## config.mk

```make
export PLATFORM = sky130hd
export DESIGN_NAME = bsg_wormhole_packet_assembler
export DESIGN_NICKNAME = d
export VERILOG_FILES = /design/src/rtl/bsg_pkt_asm_pkg.sv /design/src/rtl/bsg_pkt_asm_ctrl.sv /design/src/rtl/bsg_wormhole_packet_assembler.sv
export SDC_FILE = /design/constraint.sdc
export NUM_CORES = 1
export LEC_CHECK = 0
export ABC_AREA = 1
export CAP_MARGIN = 10
export CORE_ASPECT_RATIO = 0.75
export CORE_MARGIN = 2
export CORE_UTILIZATION = 48
export CTS_CLUSTER_DIAMETER = 50
export DETAILED_ROUTE_END_ITERATION = 12
export PLACE_DENSITY = 0.84
export SLEW_MARGIN = 20
export SYNTH_ARGS = -nofsm -noshare
export SYNTH_HDL_FRONTEND = slang
export SYNTH_HIERARCHICAL = 1
export SYNTH_SLANG_ARGS = --single-unit
```

## constraint.sdc

```tcl
create_clock -name clk_i -period 2.22 [get_ports clk_i]
set_clock_uncertainty 0.1 [all_clocks]
set_input_delay 0.444 -clock clk_i [delete_from_list [all_inputs] [get_ports clk_i]]
set_output_delay 0.444 -clock clk_i [all_outputs]
set_load 0.01 [all_outputs]
```

## src/rtl/bsg_pkt_asm_pkg.sv

```systemverilog
// Shared state encoding and header field layout for the wormhole packet assembler.
package bsg_pkt_asm_pkg;

  typedef enum logic [1:0] {
    eHDR  = 2'd0,
    eBODY = 2'd1,
    eFULL = 2'd2
  } pkt_asm_state_e;

  localparam int unsigned pkt_cord_width_lp  = 8;
  localparam int unsigned pkt_len_width_lp   = 4;
  localparam int unsigned pkt_cord_offset_lp = 0;
  localparam int unsigned pkt_len_offset_lp  = pkt_cord_offset_lp + pkt_cord_width_lp;

  // Low bits of a header flit: length sits directly above the destination coordinate.
  typedef struct packed {
    logic [pkt_len_width_lp-1:0]  len;
    logic [pkt_cord_width_lp-1:0] cord;
  } pkt_hdr_fields_s;

endpackage

```

## src/rtl/bsg_pkt_asm_ctrl.sv

```systemverilog
// Header/body/full sequencing and body flit counter for the packet assembler.
module bsg_pkt_asm_ctrl
  import bsg_pkt_asm_pkg::*;
#(
  parameter int len_width_p      = 4,
  parameter int max_body_flits_p = 4
)
(
  input  logic                   clk_i,
  input  logic                   reset_n_i,
  input  logic                   link_v,
  input  logic [len_width_p-1:0] len,
  input  logic                   yumi,
  output logic                   ready,
  output logic                   pkt_v,
  output logic                   hdr_en,
  output logic                   write_en,
  output logic [len_width_p-1:0] write_idx,
  output logic                   done
);

  localparam logic [len_width_p-1:0] max_lp = len_width_p'(max_body_flits_p);

  pkt_asm_state_e         state_reg;
  logic [len_width_p-1:0] cnt_reg;
  logic [len_width_p-1:0] len_reg;
  logic                   ready_reg;
  logic                   pkt_v_reg;
  logic                   accept;
  logic                   body_last;

  assign accept    = link_v & ready_reg;
  // len_reg is never 0 while in eBODY, so len_reg-1 cannot underflow here.
  assign body_last = (cnt_reg == (len_reg - len_width_p'(1)));

  assign hdr_en    = accept & (state_reg == eHDR);
  assign write_en  = accept & (state_reg == eBODY) & (cnt_reg < max_lp);
  assign write_idx = cnt_reg;
  assign done      = accept & (((state_reg == eHDR) & (len == '0))
                             | ((state_reg == eBODY) & body_last));

  assign ready = ready_reg;
  assign pkt_v = pkt_v_reg;

  always_ff @(posedge clk_i or negedge reset_n_i) begin
    if (!reset_n_i) begin
      state_reg <= eHDR;
      cnt_reg   <= '0;
      len_reg   <= '0;
      ready_reg <= 1'b1;
      pkt_v_reg <= 1'b0;
    end else begin
      case (state_reg)
        eHDR: begin
          if (accept) begin
            cnt_reg <= '0;
            len_reg <= len;
            if (len == '0) begin
              state_reg <= eFULL;
              ready_reg <= 1'b0;
              pkt_v_reg <= 1'b1;
            end else begin
              state_reg <= eBODY;
            end
          end
        end
        eBODY: begin
          if (accept) begin
            cnt_reg <= cnt_reg + len_width_p'(1);
            if (body_last) begin
              state_reg <= eFULL;
              ready_reg <= 1'b0;
              pkt_v_reg <= 1'b1;
            end
          end
        end
        eFULL: begin
          if (yumi) begin
            state_reg <= eHDR;
            ready_reg <= 1'b1;
            pkt_v_reg <= 1'b0;
          end
        end
        default: begin
          state_reg <= eHDR;
          ready_reg <= 1'b1;
          pkt_v_reg <= 1'b0;
        end
      endcase
    end
  end

  yumi_only_when_full: assert property (
    @(posedge clk_i) disable iff (!reset_n_i) yumi |-> (state_reg == eFULL));

endmodule

```

## src/rtl/bsg_wormhole_packet_assembler.sv

```systemverilog
// Reassembles one wormhole packet into a wide register and hands it to the client via valid/yumi.
// Build option: define BSG_PKT_ASM_STATS_EN to enable the saturating consumed-packet counter.
module bsg_wormhole_packet_assembler
  import bsg_pkt_asm_pkg::*;
#(
  parameter int flit_width_p     = 32,
  parameter int cord_width_p     = 8,
  parameter int len_width_p      = 4,
  parameter int max_body_flits_p = 4
)
(
  input  logic                                   clk_i,
  input  logic                                   reset_n_i,
  input  logic                                   link_v_i,
  input  logic [flit_width_p-1:0]                link_data_i,
  output logic                                   link_ready_and_o,
  output logic                                   pkt_v_o,
  output logic [flit_width_p-1:0]                pkt_header_o,
  output logic [len_width_p-1:0]                 pkt_len_o,
  output logic [max_body_flits_p*flit_width_p-1:0] pkt_data_o,
  output logic                                   pkt_trunc_o,
  input  logic                                   pkt_yumi_i,
  output logic [15:0]                            stat_pkts_o
);

  localparam int len_offset_lp = int'(pkt_cord_offset_lp) + cord_width_p;
  localparam logic [len_width_p-1:0] max_lp = len_width_p'(max_body_flits_p);

  logic [len_width_p-1:0]  hdr_len;
  logic                    hdr_en;
  logic                    write_en;
  logic [len_width_p-1:0]  write_idx;
  logic                    done;
  logic [flit_width_p-1:0] hdr_reg;
  logic                    trunc_reg;

  assign hdr_len = link_data_i[len_offset_lp +: len_width_p];

  bsg_pkt_asm_ctrl #(
    .len_width_p      (len_width_p),
    .max_body_flits_p (max_body_flits_p)
  ) ctrl (
    .clk_i     (clk_i),
    .reset_n_i (reset_n_i),
    .link_v    (link_v_i),
    .len       (hdr_len),
    .yumi      (pkt_yumi_i),
    .ready     (link_ready_and_o),
    .pkt_v     (pkt_v_o),
    .hdr_en    (hdr_en),
    .write_en  (write_en),
    .write_idx (write_idx),
    .done      (done)
  );

  always_ff @(posedge clk_i or negedge reset_n_i) begin
    if (!reset_n_i) begin
      hdr_reg   <= '0;
      trunc_reg <= 1'b0;
    end else if (hdr_en) begin
      hdr_reg   <= link_data_i;
      trunc_reg <= (hdr_len > max_lp);
    end
  end

  // A new header clears every slice so unwritten slices of a short packet read as zero.
  for (genvar gi = 0; gi < max_body_flits_p; gi++) begin : g_slice
    logic [flit_width_p-1:0] slice_reg;

    always_ff @(posedge clk_i or negedge reset_n_i) begin
      if (!reset_n_i) begin
        slice_reg <= '0;
      end else if (hdr_en) begin
        slice_reg <= '0;
      end else if (write_en && (write_idx == len_width_p'(gi))) begin
        slice_reg <= link_data_i;
      end
    end

    assign pkt_data_o[gi*flit_width_p +: flit_width_p] = slice_reg;
  end

  assign pkt_header_o = hdr_reg;
  assign pkt_len_o    = hdr_reg[len_offset_lp +: len_width_p];
  assign pkt_trunc_o  = trunc_reg;

`ifdef BSG_PKT_ASM_STATS_EN
  logic [15:0] stat_reg;

  always_ff @(posedge clk_i or negedge reset_n_i) begin
    if (!reset_n_i) begin
      stat_reg <= '0;
    end else if (pkt_yumi_i && pkt_v_o && (stat_reg != 16'hFFFF)) begin
      stat_reg <= stat_reg + 16'd1;
    end
  end

  assign stat_pkts_o = stat_reg;
`else
  assign stat_pkts_o = 16'h0000;
`endif

  done_then_valid: assert property (
    @(posedge clk_i) disable iff (!reset_n_i) done |=> pkt_v_o);

endmodule
```

# Word-level counts from Yosys, hierarchy flattened

Index checks and enable logic that the tools add are counted.

Register bits: 173
Input bits: 36
Output and inout bits: 183
Word-level logic and storage cells: 75

Add/subtract/negate cells: 2
$lt $le $gt $ge: 2
Equal/unequal tests: 11
Multiplexer cells: 29
Bitwise logic cells: 4
Reductions and logical operators: 16

Operators with widths:

| kind                | count |
|---|---|
| $mux 32             | 8 |
| $mux 1              | 10 |
| $mux 2              | 5 |
| $reduce_bool 2->1   | 5 |
| $eq 4x2->1 const B  | 2 |
| $logic_not 4->1     | 2 |
| $mux 4              | 2 |
| $pmux 4 s2          | 1 |
| $ne 2x1->1 const B  | 3 |
| $pmux 1 s3          | 2 |
| $pmux 2 s3          | 1 |
| $reduce_and 5->1    | 1 |
| $add 4x1->4 const B | 1 |
| $and 1x1->1         | 4 |
| $eq 4x1->1 const B  | 1 |
| $eq 4x4->1          | 1 |
| $gt 4x3->1 const B  | 1 |
| $logic_and 1x1->1   | 4 |
| $lt 4x3->1 const B  | 1 |
| $ne 2x2->1 const B  | 2 |
| $reduce_and 4->1    | 1 |
| $sub 4x1->4 const B | 1 |
| $reduce_and 3->1    | 1 |
| $eq 2x1->1 const B  | 1 |
| 3 further kinds     | 3 |

# Longest topological paths before layout

Gate-level depths: netlist (run 1).

Depth after elaboration: 6
Gate-level depth with buffers: 12
Depth with buffers taken out: 12

# Modules after synthesis

The synthesis (run 1) kept the hierarchy.

Modules (own cells, without submodules):

| module                        | times used | cells each | area each (µm²) | seq. area each (µm²) |
|---|---|---|---|---|
| bsg_wormhole_packet_assembler | 1          | 785        | 7139.3          | 4028.9 |
| bsg_pkt_asm_ctrl              | 1          | 102        | 704.4           | 301.5 |

# Worst setup path after synthesis (run 1)

Ideal clock, no wire load.

Kind: reg-to-reg
Start point: register ctrl.ready_reg (netlist: ctrl/ready)
End point: register g_slice[0].slice_reg[3]
Setup time: 0.065 ns
Data arrival time: 1.778 ns
Required time: 2.055 ns
Slack: 0.277 ns
Stages on the path, launching flop included: 12
Buffers on the path: 1
Period minus slack after synthesis: 1.943 ns
Path through: dfstp_2 nand2_2 inv_2 nand2_2 nor2_4 inv_1 nor3_1 nand2_1 nor2_8 buf_6 nand3_1 nand2_1

Cells in the longest elaborated chain, start to end: 5
Elaborated cells between the ends (all ways): 7
Classes of those cells: 1 x mux; 4 x bitwise; 2 x reduce/logical

RTL lines:

| item                        | RTL line                            | text |
|---|---|---|
| start, declared             | bsg_pkt_asm_ctrl.sv:27              | `logic ready_reg;` |
| start signal, assigned      | bsg_pkt_asm_ctrl.sv:50              | `ready_reg <= 1'b1;` |
| start signal, assigned      | bsg_pkt_asm_ctrl.sv:60              | `ready_reg <= 1'b0;` |
| start signal, assigned      | bsg_pkt_asm_ctrl.sv:72              | `ready_reg <= 1'b0;` |
| $and 1x1->1                 | bsg_pkt_asm_ctrl.sv:32              | `assign accept = link_v & ready_reg;` |
| $and 1x1->1 (2 in series)   | bsg_pkt_asm_ctrl.sv:37              | `assign write_en = accept & (state_reg == eBODY) & (cnt_reg < max_lp);` |
| net write_en                | bsg_wormhole_packet_assembler.sv:31 | `logic write_en;` |
| $logic_and 1x1->1           | bsg_wormhole_packet_assembler.sv:75 | `end else if (write_en && (write_idx == len_width_p'(gi))) begin` |
| $reduce_bool 2->1 (no line) | -                                   |  |
| end signal, assigned        | bsg_wormhole_packet_assembler.sv:76 | `slice_reg <= link_data_i;` |
| end, declared               | bsg_wormhole_packet_assembler.sv:68 | `logic [flit_width_p-1:0] slice_reg;` |

The timed path passes the listed nets, and every way through them passes these cells.
A chain may end at the register's enable or synchronous reset.

# Worst setup path in the final report (run 1)

Start point: register ctrl.ready_reg (netlist: ctrl/ready)
End point: output port link_ready_and_o

RTL lines:

| item          | RTL line                            | text |
|---|---|---|
| end, declared | bsg_wormhole_packet_assembler.sv:16 | `output logic link_ready_and_o,` |

No word-level cell between the ends.

==> results of run 1 <==
-- worst min-delay path: stages, from the launching register on --
cell and delay (ns):
dfrtp_1 0.34, nand2_1 0.05, o21ai_0 0.06
-- power by group through the flow --
stage / registers, W / clock network [W] / logic [W]
after detailed placement: 0.00321 / 0 / 0.000228
after global routing: 0.00315 / 0.00326 / 0.000253
final: 0.00315 / 0.00309 / 0.000230
after floorplan: 0.00321 / 0 / 0.0000786
after CTS: 0.00315 / 0.00313 / 0.000231
after global placement: 0.00321 / 0 / 0.000227
-- Yosys cell counts --
cell type,n,area share [%]
a21oi_1,3,0.19
buf_2,43,2.7
buf_4,27,2.6
buf_6,19,2.7
clkbuf_1,2,0.096
conb_1,1,0.048
dfrtp_1,172,55
dfstp_2,1,0.34
ha_1,2,0.32
inv_1,52,2.5
inv_2,3,0.14
nand2_1,204,9.8
nand2_2,2,0.16
nand3_1,200,13
nand4_1,66,5.3
nor2_1,44,2.1
nor2_2,1,0.080
nor2_4,2,0.29
nor2_8,1,0.26
nor3_1,3,0.19
o211ai_1,1,0.096
o21ai_0,36,2.3
o22ai_1,1,0.080
xnor2_1,1,0.11
-- per-layer routing --
layer  up-vias  wire, µm  GRT usage, %
met2       379     10300          39.5
met1      3513      9660          37.6
li1       3282         -             -
met3        31      2440          7.97
met4         0       327          7.10
met5         -         0             0
-- cell usage in the layout, fill, tap and decap left out, types with 2 or more instances in the layout --
master,synthesis,final
o21ai_0,36,36
nand3_1,200,197
nand2_1,204,204
clkinv_2,0,2
nor3_1,3,2
buf_12,0,14
inv_6,0,2
bufinv_16,0,3
dfrtp_1,172,171
nand4_1,66,66
clkbuf_8,0,3
nor2_1,44,44
clkinv_4,0,2
inv_1,52,50
buf_4,27,22
clkdlybuf4s50_1,0,201
conb_1,1,16
nand3_2,0,3
a21oi_1,3,3
clkbuf_1,2,3
clkbuf_16,0,17
nand2_2,2,2
inv_2,3,4
nor2_4,2,3
ha_1,2,2
-- cell type report --
class                   instances  area (µm²)
well taps                     210         263
fillers                      1279        5360
flip-flops and latches        173        4330
clock buffers                  23         478
inverters                      55         211
multi-input cells             583        2760
clock inverters                 9         134
repair buffers                239        2480
-- worst paths after layout --
check | to
max | link_ready_and_o
min | pkt_header_o[24]$_DFFE_PN0P_
max reg2reg | g_slice[0].slice_reg[15]$_DFFE_PN0P_
min reg2reg | pkt_header_o[24]$_DFFE_PN0P_
max in group asynchronous | g_slice[1].slice_reg[23]$_DFFE_PN0P_
min in group asynchronous | pkt_header_o[26]$_DFFE_PN0P_
-- what timing repair did --
| action | CTS | global route |
|---|---|---|
| resized for setup | 0 | 3 |
| hold endpoints to repair | 32 | 0 |
| endpoints found under the setup margin | 0 | 128 |
| hold buffers | 1 | 0 |
-- logic make-up after synthesis --
kind of cell | after synthesis
AOI/OAI and AO/OA | 41
xor gates and xnor gates | 1
adders and majority gates | 2
buffers and inverters | 146
DFF | 173
other | 1
and+or+nand+nor | 523
-- per-stage QoR --
stage / hold slack [ns] / instances / instance area, µm² / utilization [%] / setup WS [ns]
finish: 0.384 / 1292 / 10700 / 66.5 / 0.151
global route: 0.407 / 1292 / 10700 / 66.5 / 0.00915
CTS: 0.389 / 1292 / 10600 / 66.4 / 0.0538
detailed placement: 0.271 / 1259 / 10000 / 62.5 / -0.297
global placement: 0.273 / 1259 / 10000 / 62.5 / -0.242
floorplan: 0.0484 / 902 / 7900 / - / 0.277
==> summary.txt, run 1 <==
synth warn: 6
Final Setup Violations: 0
clk sink count: 173
crit path time final: 2.07 ns
Reg2Reg Setup Slack: 0.20 ns
slowest CP cell: dfstp_2
Power, Total: 0.00647 W
CP startpoint: ctrl/ready$_DFFE_PN1P_
Total Wirelength: 22700 µm
Top delay family on crit path: flip-flops
Root Driver: clkbuf_16
RSZ-0062 raised after global routing: false
drt pass-1 iters: 5
post-route ant nets: 0
drt first-iter violations: 610
Core Rows: 40
post-CTS setup buffer count: 0
vias per cell: 5.58
Post-Synthesis Cells: 887
Internal Power: 0.00510 W
setup_tns: 0 ns
io pins: 219
Synth cell types: 24
CP max FO: 3
FF-to-FF path depth: 12
HPWL Detailed: 15000 µm
Logic pwr share: 3.5%
DRC: 0
Buffers & Inverters on Critical Path: 1
WS Path Type: flip-flop to output pin
Largest register FFs: 128
WL/cell: 17.6 µm
Die H: 115 µm
Clk Latency, worst-skew pair: 0.42 ns
CP Depth: 1
startpoint types: flip-flop
post-synthesis sequential area ratio: 55.2%
Seq pwr share: 48.7%
synthesized flop and latch total: 173
leak pwr: 5.38 nW
area of the die: 0.0174 mm²
Ant. Diodes: 0
Syn Std Cell Area: 0.00784 mm²
Simple-Gate Fraction of Synth Area: 30.9%
Worst-path clk slew: 0.07 ns
Synth Area in Compound Gates: 2.66%
status: finished clean
fin. max-slew vios: 0
xor and xnor area share after synthesis: 0.112%
final hold vios: 0
first-pass GRT wire length: 35500 µm
vias: 7205
H-tree levels: 4
routability cong.: 0.828
switching power total: 0.00138 W
power per cell area: 608 mW/mm²
Layout area overhead: 35.8%
Sw Share: 21.3%
worst r2r src: ctrl/ready$_DFFE_PN1P_
Worst EP required: 1.68 ns
CP Capture Type: output pin
vias in the first global route: 6769
Core Box Area: 0.0160 mm²
worst ir drop on vdd: 0.444 mV
worst min path class: flip-flop to flip-flop
CP cell instances: clkdlybuf4s50_1
WP data arrival: 1.53 ns
GRT Resource Usage Total: 26.3%
initial antenna violation count: 0
Max stage delay on crit path: 0.56 ns
max_cap viols: 0
hold depth: 2
Synth Area in Adders: 0.319%
multiplexer share of the synthesized area: 0%
layout cells sized above 1: 7.67%
Fmax achieved: 0.483 GHz
Syn Area/Cell: 8.84 µm²
largest net degree at the start of global routing: 79
Initial Util: 49.0%
power share of the clock group: 47.8%
main combinational cell family by area after synthesis: simple AND/OR/NAND/NOR gates
hold_sp: pkt_header_o[24]$_DFFE_PN0P_
Clock Tree Buf Depth: 2
chip width: 152 µm
I/O Buffers: 202
CTS Buf Count: 17
CTS tree: built
nets: 1107
Tcrit/Tclk final: 93.2%
Remaining Overflow, GRT: 0
Power figures use the tool's default switching activity.
==> run 2, diff against run 1 <==
--- a/config.mk
+++ b/config.mk
@@ -13,6 +13,8 @@
 export CTS_CLUSTER_DIAMETER = 50
 export DETAILED_ROUTE_END_ITERATION = 12
 export PLACE_DENSITY = 0.84
+export REMOVE_ABC_BUFFERS = 1
+export SKIP_CTS_REPAIR_TIMING = 1
 export SLEW_MARGIN = 20
 export SYNTH_ARGS = -nofsm -noshare
 export SYNTH_HDL_FRONTEND = slang
==> run 2 against run 1 <==
Effect of this change:
- sequential power is essentially flat
- global-route usage grew 0.059 points
- core utilization shrank 0.36 points
- wire length shrank 2.7%
- hold slack gained 0.0019 ns
- sequential share of layout area grew 0.22 points
- die area is the same
- final area shrank 0.54%
- flip-flop and latch count is the same
- first-iteration DRC count shrank 18%
- setup slack gained 0.0068 ns
==> summary.txt, run 2 (synthesis results as in run 1) <==
Worst-path clk slew: 0.06 ns
Core Rows: 40
I/O Buffers: 202
first-pass GRT wire length: 35900 µm
max_cap viols: 0
CP Capture Type: output pin
WP data arrival: 1.52 ns
routability cong.: 0.822
Power, Total: 0.00622 W
Buffers & Inverters on Critical Path: 1
final hold slack: 0.386 ns
Final Instance Count excl. Fillers: 1295
Root Driver: clkbuf_16
status: finished clean
drt first-iter violations: 503
Ant. Diodes: 0
post-route ant nets: 0
slowest CP cell: dfstp_2
Max stage delay on crit path: 0.56 ns
Slew HR: 64.8%
clk sink count: 173
Final Setup Violations: 0
CP max FO: 3
Worst EP required: 1.68 ns
Layout area overhead: 35.1%
DRC: 0
io pins: 219
drt pass-1 iters: 5
area of the die: 0.0174 mm²
GRT Resource Usage Total: 26.4%
R2R Path End: g_slice[1].slice_reg[24]$_DFFE_PN0P_
H-tree levels: 4
Remaining Overflow, GRT: 0
RSZ-0062 raised after global routing: false
crit path time final: 2.06 ns
WS Path Type: flip-flop to output pin
nets: 1111
HPWL Detailed: 15000 µm
most frequent cells in the layout: nand2_1 (204), clkdlybuf4s50_1 (201), nand3_1 (198)
Clock Tree Buf Depth: 2
CTS tree: built
final hold vios: 0
CP startpoint: ctrl/ready$_DFFE_PN1P_
startpoint types: flip-flop
Die H: 115 µm
post-route cell area: 0.0106 mm²
Fmax achieved: 0.485 GHz
leak pwr: 5.37 nW
CP Depth: 1
Initial Util: 49.0%
worst ir drop on vdd: 0.465 mV
Filler Cell Count: 1285
layout cells sized above 1: 7.93%
power per cell area: 587 mW/mm²
FF-to-FF path depth: 12
Tcrit/Tclk final: 92.9%
fin. max-slew vios: 0
chip width: 152 µm
Largest register FFs: 128
most common cell after layout, fill and taps aside: nand2_1
vias: 7138
worst min path class: flip-flop to flip-flop
Clk Latency, worst-skew pair: 0.41 ns
initial antenna violation count: 0
Worst Setup EP: link_ready_and_o
WL/cell: 17.0 µm
Placed Instances: 1263
multi-input logic area: 0.00274 mm²
Top delay family on crit path: flip-flops
Reg2Reg Setup Slack: 0.17 ns
vias in the first global route: 6895
FF+latch area: 0.00433 mm²
Slew @ Worst Pin: 0.528 ns
Core Box Area: 0.0160 mm²
CTS Buf Count: 17
worst r2r src: ctrl/ready$_DFFE_PN1P_
CP cell instances: clkdlybuf4s50_1
largest net degree at the start of global routing: 57
Placed Area: 0.0100 mm²
vias per cell: 5.51
Total Wirelength: 22100 µm
## run 2: changes by cell type in the layout (fill, tap and decap cells not counted), sizes merged
cell | previous run | this run
clkinvlp | 1 | 2
clkbuf | 23 | 22
bufinv | 3 | 1
buf | 37 | 41
clkinv | 4 | 5
## run 2: report_power, final
part           internal, W  switching, W  total, W
registers          0.00315             0   0.00315
clock network      0.00163       0.00122   0.00285
logic            0.0000780      0.000138  0.000216
total              0.00486       0.00136   0.00622
## run 2: worst min-delay path by stage
stage | from | endpoint | cells after the start
2_1_floorplan | reset_n_i | ctrl/len_reg[0]$_DFFE_PN0P_ | 0
3_3_place_gp | reset_n_i | pkt_header_o[28]$_DFFE_PN0P_ | 1
3_5_place_dp | reset_n_i | pkt_header_o[28]$_DFFE_PN0P_ | 1
4_1_cts | reset_n_i | pkt_header_o[26]$_DFFE_PN0P_ | 1
5_1_grt | pkt_header_o[16]$_DFFE_PN0P_ | pkt_header_o[16]$_DFFE_PN0P_ | 2
6_report | pkt_header_o[3]$_DFFE_PN0P_ | pkt_header_o[3]$_DFFE_PN0P_ | 2
## run 2: area by class of cell
cell class / count / area share [%]
clock buffer: 22 / 4.48
timing repair buffer: 243 / 23.4
multi-input combinational: 583 / 25.9
inverter: 55 / 2.00
clock inverter: 9 / 0.815
tap: 210 / 2.48
sequential: 173 / 40.9
## run 2: worst min-delay path: cells and delay by family (launching register included)
family / cells / cell delay [ns]
compound gates: 1 / 0.06
simple gates: 1 / 0.05
flops: 1 / 0.35
## run 2: through the flow
stage | utilization [%] | TNS, ns | setup WS, ns
after floorplan | - | -211.46 | -1.58
after global placement | 62.6 | -20.44 | -0.208
after detailed placement | 62.6 | -25.97 | -0.255
after CTS | 66.1 | 0 | 0.0879
after global routing | 66.1 | 0 | 0.00506
final | 66.1 | 0 | 0.158
## run 2: routing by layer
layer	vias to the layer above	wire length [µm]	track usage [%]
met1	3444	9190	37.1
met3	36	2190	6.61
met2	361	10300	40.5
met4	0	424	8.83
met5	-	0	0
li1	3297	-	-
==> run 3, diff against run 2 <==
--- a/config.mk
+++ b/config.mk
@@ -8,7 +8,6 @@
 export ABC_AREA = 1
 export CAP_MARGIN = 10
 export CORE_ASPECT_RATIO = 0.75
-export CORE_MARGIN = 2
 export CORE_UTILIZATION = 48
 export CTS_CLUSTER_DIAMETER = 50
 export DETAILED_ROUTE_END_ITERATION = 12
==> run 3 against run 2 <==
Effect of this change:
- non-clock buffer count fell by 1
- fmax rose by 0.32%
- critical endpoint unchanged
- die area fell by 3.0%
==> summary.txt, run 3 (synthesis results as in run 1) <==
Final Setup Violations: 0
leak pwr: 5.39 nW
CTS tree: built
Worst-path clk slew: 0.07 ns
Remaining Overflow, GRT: 0
DRC: 0
status: finished clean
worst min path class: flip-flop to flip-flop
Layout area overhead: 35.5%
startpoint types: flip-flop
layout cells sized above 1: 8.29%
CTS Buf Count: 17
Total Wirelength: 22800 µm
WS Path Type: flip-flop to output pin
WL met2: 10600 µm
slowest CP cell: dfstp_2
I/O Buffers: 202
Slew @ Worst Pin: 0.503 ns
fin. max-slew vios: 0
Max stage delay on crit path: 0.55 ns
power share of the clock group: 47.2%
CP Capture Type: output pin
Seq pwr share: 49.4%
post-route ant nets: 0
switching power total: 0.00142 W
H-tree levels: 4
GRT Resource Usage Total: 27.7%
power per cell area: 600 mW/mm²
Top delay family on crit path: flip-flops
Worst EP required: 1.68 ns
WP data arrival: 1.51 ns
Clock Tree Buf Depth: 2
WL met1: 9710 µm
vias: 7224
drt pass-1 iters: 5
HPWL Detailed: 14900 µm
vias in the first global route: 6733
io pins: 219
Largest register FFs: 128
final hold vios: 0
max_cap viols: 0
first-pass GRT wire length: 36200 µm
Internal Power: 0.00495 W
Fmax achieved: 0.486 GHz
most frequent cells in the layout: nand2_1 (204), clkdlybuf4s50_1 (201), nand3_1 (196)
CP cell instances: clkdlybuf4s50_1
area of the die: 0.0169 mm²
Met3 Wirelength: 2200 µm
Tcrit/Tclk final: 92.6%
Core Box Area: 0.0160 mm²
Die H: 113 µm
Sw Share: 22.3%
worst ir drop on vdd: 0.511 mV
CP max FO: 3
setup_tns: 0 ns
chip width: 150 µm
Initial Util: 49.0%
most common cell after layout, fill and taps aside: nand2_1
drt first-iter violations: 692
routability cong.: 0.811
Buffers & Inverters on Critical Path: 1
crit path time final: 2.06 ns
RSZ-0062 raised after global routing: false
DR top layer: met4
vias per cell: 5.58
clk sink count: 173
largest net degree at the start of global routing: 58
nets: 1110
final hold slack: 0.385 ns
initial antenna violation count: 0
WL/cell: 17.6 µm
Slew HR: 66.5%
Ant. Diodes: 0
Core Rows: 40
Logic pwr share: 3.4%
Clk Latency, worst-skew pair: 0.42 ns
Root Driver: clkbuf_16
==> run 3: cell type report <==
| class | instances | area, µm² |
|---|---|---|
| Clock buffer | 19 | 453 |
| Clock inverter | 13 | 139 |
| Fill cell | 1323 | 5390 |
| Inverter | 55 | 211 |
| Multi-Input combinational cell | 583 | 2750 |
| Sequential cell | 173 | 4330 |
| Tap cell | 210 | 263 |
| Timing Repair Buffer | 242 | 2480 |
==> run 3: path summary, 6_finish.rpt <==
kind,endpoint,cells after the start,slack [ns],start
max,link_ready_and_o,1,0.16,ctrl/ready$_DFFE_PN1P_
min,ctrl/pkt_v$_DFFE_PN0P_,2,0.38,ctrl/pkt_v$_DFFE_PN0P_
max reg2reg,g_slice[0].slice_reg[1]$_DFFE_PN0P_,12,0.18,ctrl/ready$_DFFE_PN1P_
min reg2reg,ctrl/pkt_v$_DFFE_PN0P_,2,0.38,ctrl/pkt_v$_DFFE_PN0P_
max in group asynchronous,g_slice[1].slice_reg[0]$_DFFE_PN0P_,3,0.88,reset_n_i
min in group asynchronous,pkt_header_o[20]$_DFFE_PN0P_,2,0.40,reset_n_i
==> run 3: layer usage <==
metal | up-vias | GRT usage (%)
met3 | 26 | 6.37
met2 | 414 | 42.8
met1 | 3484 | 39.7
met5 | - | 0
met4 | 0 | 6.80
li1 | 3300 | -
==> run 3: power by group through the flow <==
stage	sequential (W)	clock [W]	combinational, W
after floorplan	0.00321	0	0.0000576
after global placement	0.00321	0	0.000213
after detailed placement	0.00321	0	0.000217
after CTS	0.00315	0.00303	0.000218
after global routing	0.00315	0.00318	0.000243
final	0.00315	0.00301	0.000216
==> run 3: stage by stage <==
stage	power [W]	setup WS, ns	area (µm²)	util [%]	cells
floorplan	0.00327	-1.58	7260	-	811
global placement	0.00342	-0.205	10000	62.6	1262
detailed placement	0.00343	-0.247	10000	62.6	1262
CTS	0.00640	0.116	10600	66.3	1294
global route	0.00657	0.0193	10600	66.4	1295
finish	0.00637	0.164	10600	66.4	1295
